## config.mk

```make
export PLATFORM = sky130hd
export DESIGN_NAME = muldiv_unit_flat
export DESIGN_NICKNAME = d
export VERILOG_FILES = /design/src/rtl/muldiv_unit_if.sv /design/src/rtl/muldiv_unit.sv /design/src/flat_wrapper.sv
export SDC_FILE = /design/constraint.sdc
export NUM_CORES = 1
export LEC_CHECK = 0
export BUFFER_PORTS_ARGS = -buffer_cell sky130_fd_sc_hd__buf_2
export CAP_MARGIN = 10
export CORE_UTILIZATION = 45
export DETAILED_ROUTE_END_ITERATION = 10
export HOLD_SLACK_MARGIN = 0.06
export PLACE_DENSITY = 0.65
export SLEW_MARGIN = 5
export SYNTH_ARGS = -nofsm -noshare
export SYNTH_HDL_FRONTEND = slang
export SYNTH_SLANG_ARGS = --single-unit
```

## constraint.sdc

```tcl
create_clock -name clk -period 5.9 [get_ports clk]
set_input_delay 0.59 -clock clk [delete_from_list [all_inputs] [get_ports clk]]
set_output_delay 0.59 -clock clk [all_outputs]
set_load 0.01 [all_outputs]
```

## src/rtl/muldiv_unit_if.sv

```systemverilog
// Request/response bundle between the EX-stage issue logic and the
// iterative multiply/divide unit.
//   master: start, op, operandA, operandB, mtHiWrite, mtLoWrite, mtData (out)
//           busy, done, divByZero, hi, lo (in)
//   slave : mirror image of master
interface muldiv_unit_if #(
    parameter int unsigned WIDTH = 32
);
    logic             start;
    logic [1:0]       op;
    logic [WIDTH-1:0] operandA;
    logic [WIDTH-1:0] operandB;
    logic             mtHiWrite;
    logic             mtLoWrite;
    logic [WIDTH-1:0] mtData;
    logic             busy;
    logic             done;
    logic             divByZero;
    logic [WIDTH-1:0] hi;
    logic [WIDTH-1:0] lo;

    modport master (
        output start, op, operandA, operandB, mtHiWrite, mtLoWrite, mtData,
        input  busy, done, divByZero, hi, lo
    );

    modport slave (
        input  start, op, operandA, operandB, mtHiWrite, mtLoWrite, mtData,
        output busy, done, divByZero, hi, lo
    );
endinterface

```

## src/rtl/muldiv_unit.sv

```systemverilog
// Iterative MULT/MULTU/DIV/DIVU unit writing the HI/LO pair, with MTHI/MTLO.
// One operand bit is processed per clock; busy stalls dependent instructions.
// Ports:
//   clk   : rising-edge clock
//   reset : asynchronous, active-high reset
//   bus   : muldiv_unit_if.slave (start/op/operands/MT strobes in,
//           busy/done/divByZero/hi/lo out)
// Optional build macro MULDIV_DIV_EN: when defined, the restoring divider and
// DIV state are built; otherwise DIV/DIVU only pulse done with HI/LO unchanged.
module muldiv_unit #(
    parameter int unsigned WIDTH = 32,
    parameter int unsigned CNT_W = 6
) (
    input  logic         clk,
    input  logic         reset,
    muldiv_unit_if.slave bus
);
    localparam int unsigned PW = 2 * WIDTH;

`ifdef MULDIV_DIV_EN
    typedef enum logic [1:0] {IDLE, MUL, DIV, FIN} state_t;
`else
    typedef enum logic [1:0] {IDLE, MUL, FIN} state_t;
`endif

    state_t           state;
    logic [WIDTH-1:0] mcand;      // multiplicand, or divisor magnitude
    logic [PW-1:0]    acc;        // mul: {partial sum, multiplier}; div: {remainder, quotient}
    logic [CNT_W-1:0] counter;
    logic             neg_q;      // negate product / quotient at FIN
    logic             wr_en;      // FIN writes HI/LO
    logic             busy_q;
    logic             done_q;
    logic [WIDTH-1:0] hi_q;
    logic [WIDTH-1:0] lo_q;

    // Operand magnitudes; unsigned ops never see a negative sign.
    logic             sgn;
    logic             a_neg;
    logic             b_neg;
    logic [WIDTH-1:0] abs_a;
    logic [WIDTH-1:0] abs_b;

    assign sgn   = ~bus.op[0];
    assign a_neg = sgn & bus.operandA[WIDTH-1];
    assign b_neg = sgn & bus.operandB[WIDTH-1];
    assign abs_a = a_neg ? -bus.operandA : bus.operandA;
    assign abs_b = b_neg ? -bus.operandB : bus.operandB;

    // Shift-add step: conditionally add multiplicand into the upper half, shift right.
    logic [WIDTH:0]  mul_sum;
    logic [PW-1:0]   mul_next;
    logic [PW-1:0]   prod_res;

    always_comb begin
        mul_sum  = {1'b0, acc[PW-1:WIDTH]} + (acc[0] ? {1'b0, mcand} : '0);
        mul_next = {mul_sum, acc[WIDTH-1:1]};
        prod_res = neg_q ? -acc : acc;
    end

`ifdef MULDIV_DIV_EN
    logic             neg_r;      // remainder follows dividend sign
    logic             is_div;
    logic             dbz_pend;
    logic             dbz_q;
    logic [WIDTH:0]   rem_sh;
    logic [WIDTH:0]   rem_diff;
    logic [PW-1:0]    div_next;
    logic [WIDTH-1:0] quo_res;
    logic [WIDTH-1:0] rem_res;

    // Restoring step: shift next dividend bit into remainder, subtract if it fits.
    // The remainder stays below the divisor, so only the shifted value needs a carry bit.
    always_comb begin
        rem_sh   = {acc[PW-1:WIDTH], acc[WIDTH-1]};
        rem_diff = rem_sh - {1'b0, mcand};
        if (rem_diff[WIDTH]) begin
            div_next = {rem_sh[WIDTH-1:0], acc[WIDTH-2:0], 1'b0};
        end else begin
            div_next = {rem_diff[WIDTH-1:0], acc[WIDTH-2:0], 1'b1};
        end
        quo_res = neg_q ? -acc[WIDTH-1:0]  : acc[WIDTH-1:0];
        rem_res = neg_r ? -acc[PW-1:WIDTH] : acc[PW-1:WIDTH];
    end

    assign bus.divByZero = dbz_q;
`else
    assign bus.divByZero = 1'b0;
`endif

    assign bus.busy = busy_q;
    assign bus.done = done_q;
    assign bus.hi   = hi_q;
    assign bus.lo   = lo_q;

    // Control FSM and datapath registers.
    always_ff @(posedge clk or posedge reset) begin
        if (reset) begin
            state    <= IDLE;
            mcand    <= '0;
            acc      <= '0;
            counter  <= '0;
            neg_q    <= 1'b0;
            wr_en    <= 1'b0;
            busy_q   <= 1'b0;
            done_q   <= 1'b0;
            hi_q     <= '0;
            lo_q     <= '0;
`ifdef MULDIV_DIV_EN
            neg_r    <= 1'b0;
            is_div   <= 1'b0;
            dbz_pend <= 1'b0;
            dbz_q    <= 1'b0;
`endif
        end else begin
            done_q <= 1'b0;
`ifdef MULDIV_DIV_EN
            dbz_q  <= 1'b0;
`endif
            case (state)
                IDLE: begin
                    if (bus.start) begin
                        counter <= CNT_W'(WIDTH);
                        wr_en   <= 1'b1;
                        neg_q   <= a_neg ^ b_neg;
                        if (!bus.op[1]) begin
                            mcand  <= abs_a;
                            acc    <= {{WIDTH{1'b0}}, abs_b};
                            busy_q <= 1'b1;
                            state  <= MUL;
`ifdef MULDIV_DIV_EN
                            is_div   <= 1'b0;
                            dbz_pend <= 1'b0;
                        end else if (bus.operandB == '0) begin
                            // Preload the raw result and let FIN write it unsigned.
                            acc      <= {bus.operandA, {WIDTH{1'b1}}};
                            neg_q    <= 1'b0;
                            neg_r    <= 1'b0;
                            is_div   <= 1'b0;
                            dbz_pend <= 1'b1;
                            busy_q   <= 1'b1;
                            state    <= FIN;
                        end else begin
                            mcand    <= abs_b;
                            acc      <= {{WIDTH{1'b0}}, abs_a};
                            neg_r    <= a_neg;
                            is_div   <= 1'b1;
                            dbz_pend <= 1'b0;
                            busy_q   <= 1'b1;
                            state    <= DIV;
                        end
`else
                        end else begin
                            // No divider: complete immediately without touching HI/LO.
                            wr_en <= 1'b0;
                            state <= FIN;
                        end
`endif
                    end else begin
                        if (bus.mtHiWrite) hi_q <= bus.mtData;
                        if (bus.mtLoWrite) lo_q <= bus.mtData;
                    end
                end
                MUL: begin
                    acc     <= mul_next;
                    counter <= counter - CNT_W'(1);
                    if (counter == CNT_W'(1)) state <= FIN;
                end
`ifdef MULDIV_DIV_EN
                DIV: begin
                    acc     <= div_next;
                    counter <= counter - CNT_W'(1);
                    if (counter == CNT_W'(1)) state <= FIN;
                end
`endif
                FIN: begin
                    if (wr_en) begin
`ifdef MULDIV_DIV_EN
                        if (is_div) begin
                            hi_q <= rem_res;
                            lo_q <= quo_res;
                        end else begin
                            hi_q <= prod_res[PW-1:WIDTH];
                            lo_q <= prod_res[WIDTH-1:0];
                        end
                        dbz_q <= dbz_pend;
`else
                        hi_q <= prod_res[PW-1:WIDTH];
                        lo_q <= prod_res[WIDTH-1:0];
`endif
                    end
                    busy_q <= 1'b0;
                    done_q <= 1'b1;
                    state  <= IDLE;
                end
                default: state <= IDLE;
            endcase
        end
    end
endmodule

```

## src/flat_wrapper.sv

```systemverilog
// flat-port wrapper written by rule: the top's interface ports become plain ports
module muldiv_unit_flat 
#(
    parameter int unsigned WIDTH = 32,
    parameter int unsigned CNT_W = 6
)
  (clk, reset, bus_start, bus_op, bus_operandA, bus_operandB, bus_mtHiWrite, bus_mtLoWrite, bus_mtData, bus_busy, bus_done, bus_divByZero, bus_hi, bus_lo);
  muldiv_unit_if #(.WIDTH(WIDTH)) bus_i ();
  input  logic clk;
  input  logic reset;
  input wire logic [$bits(bus_i.start)-1:0] bus_start;
  input wire logic [$bits(bus_i.op)-1:0] bus_op;
  input wire logic [$bits(bus_i.operandA)-1:0] bus_operandA;
  input wire logic [$bits(bus_i.operandB)-1:0] bus_operandB;
  input wire logic [$bits(bus_i.mtHiWrite)-1:0] bus_mtHiWrite;
  input wire logic [$bits(bus_i.mtLoWrite)-1:0] bus_mtLoWrite;
  input wire logic [$bits(bus_i.mtData)-1:0] bus_mtData;
  output wire logic [$bits(bus_i.busy)-1:0] bus_busy;
  output wire logic [$bits(bus_i.done)-1:0] bus_done;
  output wire logic [$bits(bus_i.divByZero)-1:0] bus_divByZero;
  output wire logic [$bits(bus_i.hi)-1:0] bus_hi;
  output wire logic [$bits(bus_i.lo)-1:0] bus_lo;
  assign bus_i.start = bus_start;
  assign bus_i.op = bus_op;
  assign bus_i.operandA = bus_operandA;
  assign bus_i.operandB = bus_operandB;
  assign bus_i.mtHiWrite = bus_mtHiWrite;
  assign bus_i.mtLoWrite = bus_mtLoWrite;
  assign bus_i.mtData = bus_mtData;
  assign bus_busy = bus_i.busy;
  assign bus_done = bus_i.done;
  assign bus_divByZero = bus_i.divByZero;
  assign bus_hi = bus_i.hi;
  assign bus_lo = bus_i.lo;
  muldiv_unit #(.WIDTH(WIDTH), .CNT_W(CNT_W)) u_core (.clk(clk), .reset(reset), .bus(bus_i));
endmodule
```

* Word level (Yosys, flattened, before mapping)
Index checks and enable logic that the tools add are counted.
Word-level totals: bits in registers 172, bits in latches 0, memory bits (writable) 0, memory bits (read-only) 0, input port bits 103, output and inout bits 67, memories kept 0
Cells by class: add/subtract/negate cells 5, $mul 0, div/mod/pow operators 0, order comparisons 0, equality and inequality tests 10, shift operators 0, muxes and demuxes 26, bitwise operators 5, reduce and logical (&&, ||, !) cells 11
Operators by type and width (count):
- $mux W32 | 9
- $mux W64 | 3
- $pmux W32 S2 | 2
- $pmux W64 S2 | 1
- $neg A32 Y32 | 2
- $neg A64 Y64 | 1
- $add A32 B33 Y33 | 1
- $pmux W6 S2 | 1
- $ne A2 B2 Y1 const B | 5
- $reduce_and A3 Y1 | 3
- $reduce_and A4 Y1 | 2
- $eq A6 B1 Y1 const B | 1
- $mux W2 | 3
- $mux W6 | 1
- $reduce_and A2 Y1 | 3
- $sub A6 B1 Y6 const B | 1
- $mux W1 | 4
- $ne A2 B1 Y1 const B | 2
- $pmux W2 S2 | 1
- $reduce_bool A2 Y1 | 2
- $and A1 B1 Y1 | 2
- $eq A2 B1 Y1 const B | 1
- $eq A2 B2 Y1 const B | 1
- $logic_not A2 Y1 | 1
- 3 further kinds | 4

* Logic depth before layout (Yosys ltp)
depth in word-level cells 6, gate-level depth with buffers 15, mapped depth without buffers 13

* Worst setup path before layout
No wires, ideal clock.
path type flip-flop to flip-flop, start register u_core.acc[0], end register u_core.acc[53], setup time 0.134 ns, arrival 3.204 ns, required time 5.766 ns, setup slack 2.562 ns, cell stages (with the launch flop) 16, buffers on the path 2, cell sequence dfrtp_1 > clkbuf_1 > clkbuf_1 > and2_1 > ha_1 > inv_1 > fa_1 > nor2b_1 > o31a_1 > o41a_1 > a41oi_1 > o31ai_1 > a221o_1 > a21oi_1 > xor2_1 > o21ai_0
On the way: word-level cells in the longest chain between the ends 3
RTL lines:
- from (decl) | RTL line muldiv_unit.sv:28 | logic [PW-1:0] acc;
- from (signal assigned) | RTL line muldiv_unit.sv:128 | acc <= {{WIDTH{1'b0}}, abs_b};
- from (signal assigned) | RTL line muldiv_unit.sv:165 | acc <= mul_next;
- $mux W32 | RTL line muldiv_unit.sv:56 | mul_sum = {1'b0, acc[PW-1:WIDTH]} + (acc[0] ? {1'b0, mcand} : '0);
- $add A32 B33 Y33 | RTL line muldiv_unit.sv:56
- $pmux W64 S2 | RTL line muldiv_unit.sv:120 | case (state)
No other way between the ends. A chain may end at the register's enable or synchronous reset.

* Worst setup path after layout
start register u_core.acc[0], end register u_core.acc[61]
Same word-level chain as after synthesis.

==> results.md <==
- Worst Setup End Kind: flop
- CP Cell Sequence: and2_1 -> ha_1 -> nor2b_1 -> o31a_1 -> o41a_1 -> a41oi_1 -> a31oi_1 -> a41oi_1 -> a21oi_1 -> xnor2_1 -> o21ai_0
- Routed Antenna Nets: 0
- Die Y: 161 um
- Number of I/O port buffers: 168
- Slew Limit Fails: 0
- H-Tree Depth: 4
- Pleak: 5.84 nW
- Core area: 24500 um2
- Netlist cell types: 59
- Initial DRC Count: 816
- Capturing point of the worst reg2reg path: u_core.acc[61]
- # hold bufs at CTS: 0
- Chip width: 161 um
- Placed inst area: 12300 um2
- Post-DP HPWL: 24.4 mm
- Logic pwr share: 47.3%
- Slew Limit Headroom: 23.9%
- Final Wtd Congestion: 0.914
- Clock share of power: 17.8%
- Via count: 10164
- Vias per cell: 5.64
- Hold Vio Cnt, Final: 0
- Crit start category: flop
- Final Util: 53.0%
- Worst-skew pair later-pin latency: 0.44 ns
- WS Path Type: reg2reg
- Die ar.: 25800 um2
- Seq/Total Area, Yosys: 38.1%
- Filler Cell Count: 2356
- Switching Fraction: 44.4%
- Final wirelength: 32.0 mm
- Share of cells above drive strength 1: 15.6%
- GR Util All Layers: 25.5%
- Total Neg Setup Slack: 0 ns
- CTS tree: done
- Int Pwr: 3.76 mW
- WP data arrival: 4.33 ns
- Worst slack, placed: 1.90 ns
- Commonest non-fill, non-tap cell in the layout: nand2_1
- Syn Inst Count: 1346
- Post-DR wirelength/cell: 17.7 um
- First-pass DRT Iterations: 5
- Avg Synthesized Cell Area: 8.40 um2
- R2r setup slk: 1.87 ns
- Syn nets: 1487
- Most frequent cells in the layout: nand2_1 (196), dfrtp_1 (172), buf_2 (168)
- Final min period: 4.03 ns
- Actual slew at the worst max-slew pin: 1.14 ns
- Max Fanout on Critical Path: 36
- Asr flop ratio synth: 100%
- Area grow syn2layout: 14.7%
- Post-route cell area: 13000 um2
- # resized after CTS: 0
- Hold_ws: 0.235 ns
- Root Buffer Master: clkbuf_16
- Cts bufs inserted: 17
- Cell Rows: 57
- Worst IR drop on VDD: 0.208 mV
- Post-CTS Setup Repair Bufs: 0
- Ys Warns: 0
- Min-delay worst type: in2async
- Nets: 1605
- Final setup viols: 0
- Max-cap violations: 0
- Total grt overflow: 0
- Fmax: 0.248 GHz
- Reg clk slew, reported paths: 0.07 ns
- P_sw: 3.00 mW
- Seq pwr share: 35.0%
- Initial antenna violation count: 0
- Setup WS post-layout: 1.87 ns
- CTS sink count: 172
- Worst Path Required: 6.20 ns
- CP max stage delay: 0.96 ns
- Register bit total from synthesis: 172
- CTS max path bufs: 2
- Top-Level Pins: 170
- Post-synth top flop: dfrtp_1
- First-pass GRT wire length: 51.9 mm
- Worst r2r src: u_core.acc[0]
- Worst R2R Path Depth: 11
- Run status: completed
- Syn Std Cell Area: 11300 um2
- CP max stage cell: dfrtp_1
- Largest net degree at the start of global routing: 93
- Starting density of the core: 46.2%
- Final cycle utilization of the critical path: 68.2%
- DRC: 0
- CP most frequent cell: a41oi_1
- Fin Clk Skew: 0.00804 ns
- Pwr Density: 522 nW/um2
- Vias in the first global route: 9343
- RSZ-0062 raised after global routing: no
- EDFF count, synth: 0
- N_diodes: 0
==> through the flow <==
step | total power [mW] | cells
floorplan | 4.53 | 1346
global placement | 5.48 | 1769
detailed placement | 5.56 | 1769
CTS | 6.77 | 1801
global route | 7.31 | 1801
finish | 6.77 | 1801
==> worst max-delay path: cells and delay by family (launching register included) <==
family | cells | cell delay (ns)
flip-flops | 1 | 0.96
AO/OA/AOI/OAI | 7 | 2.09
adder cells (fa/ha/maj) | 1 | 0.28
AND/OR/NAND/NOR | 2 | 0.40
XOR/XNOR | 1 | 0.14
==> flip-flops by register name, indices dropped and copies added, names as in the netlist <==
signal           count
u_core.bus.lo       32
u_core.acc          64
u_core.bus.hi       32
u_core.counter       6
u_core.state         2
u_core.bus.busy      1
u_core.mcand        32
u_core.wr_en         1
u_core.neg_q         1
u_core.bus.done      1
==> worst max-delay path by stage <==
stage / end / slack (ns) / from / cells past startpoint
floorplan: u_core.acc[0] / 0.65 / reset / 1
detailed placement: u_core.acc[61] / 1.90 / u_core.acc[0] / 11
CTS: u_core.acc[61] / 1.89 / u_core.acc[0] / 11
finish: u_core.acc[61] / 1.87 / u_core.acc[0] / 11
global route: u_core.acc[56] / 1.53 / u_core.acc[0] / 11
global placement: u_core.acc[61] / 2.05 / u_core.acc[0] / 11
==> cells in the mapped netlist (7+ instances only) <==
cell        n  share of area, %
a211oi_1   12              0.80
a21o_1     34               2.3
a21oi_1    67               3.0
a221oi_1   12              0.93
a31oi_1    10              0.55
and2_1     32               1.8
clkbuf_1   74               2.5
dfrtp_1   172                38
ha_1       37               4.1
inv_1      20              0.66
nand2_1   196               6.5
nand2b_1   20               1.1
nand3_1    10              0.44
nor2_1    123               4.1
nor3_1     13              0.58
nor4_1     10              0.55
o21ai_0   156               6.9
o221ai_1    7              0.54
o31ai_1    63               4.2
o41ai_1    14               1.1
or2_2       7              0.39
or3_1      14              0.77
or4_1      15               1.0
xnor2_1    74               5.7
xor2_1     70               5.4
==> area by class of cell <==
| class | count | area [um2] | share of cell area, % |
|---|---|---|---|
| clock buffer | 18 | 439 | 3.39 |
| clock inverter | 14 | 180 | 1.39 |
| inverter | 21 | 83.8 | 0.646 |
| multi-input combinational | 1075 | 6650 | 51.3 |
| sequential | 172 | 4300 | 33.2 |
| tap | 324 | 405 | 3.13 |
| timing repair buffer | 177 | 908 | 7.00 |
==> routing by layer <==
metal	wire (um)	vias to the layer above	GRT usage, %
met5	0	-	0
met4	873	0	9.52
met3	1690	43	3.67
met2	13100	326	36.1
met1	16300	4766	39.0
li1	-	5029	-
==> power groups by stage <==
stage / sequential (mW) / clock [mW] / combinational (mW)
2_1_floorplan: 2.23 / 0 / 2.30
3_3_place_gp: 2.36 / 0 / 3.13
3_5_place_dp: 2.37 / 0 / 3.18
4_1_cts: 2.35 / 1.22 / 3.20
5_1_grt: 2.44 / 1.27 / 3.60
6_report: 2.37 / 1.20 / 3.20
==> logic make-up after synthesis <==
family / share of synthesized area, %
simple gates: 19.5
compound gates: 23.2
flops: 38.1
xor+xnor: 11.2
buf+inv: 3.32
fa+ha+maj: 4.27
mux: 0.443
other cells: 0.0332
(Power assumes the default switching activity.)
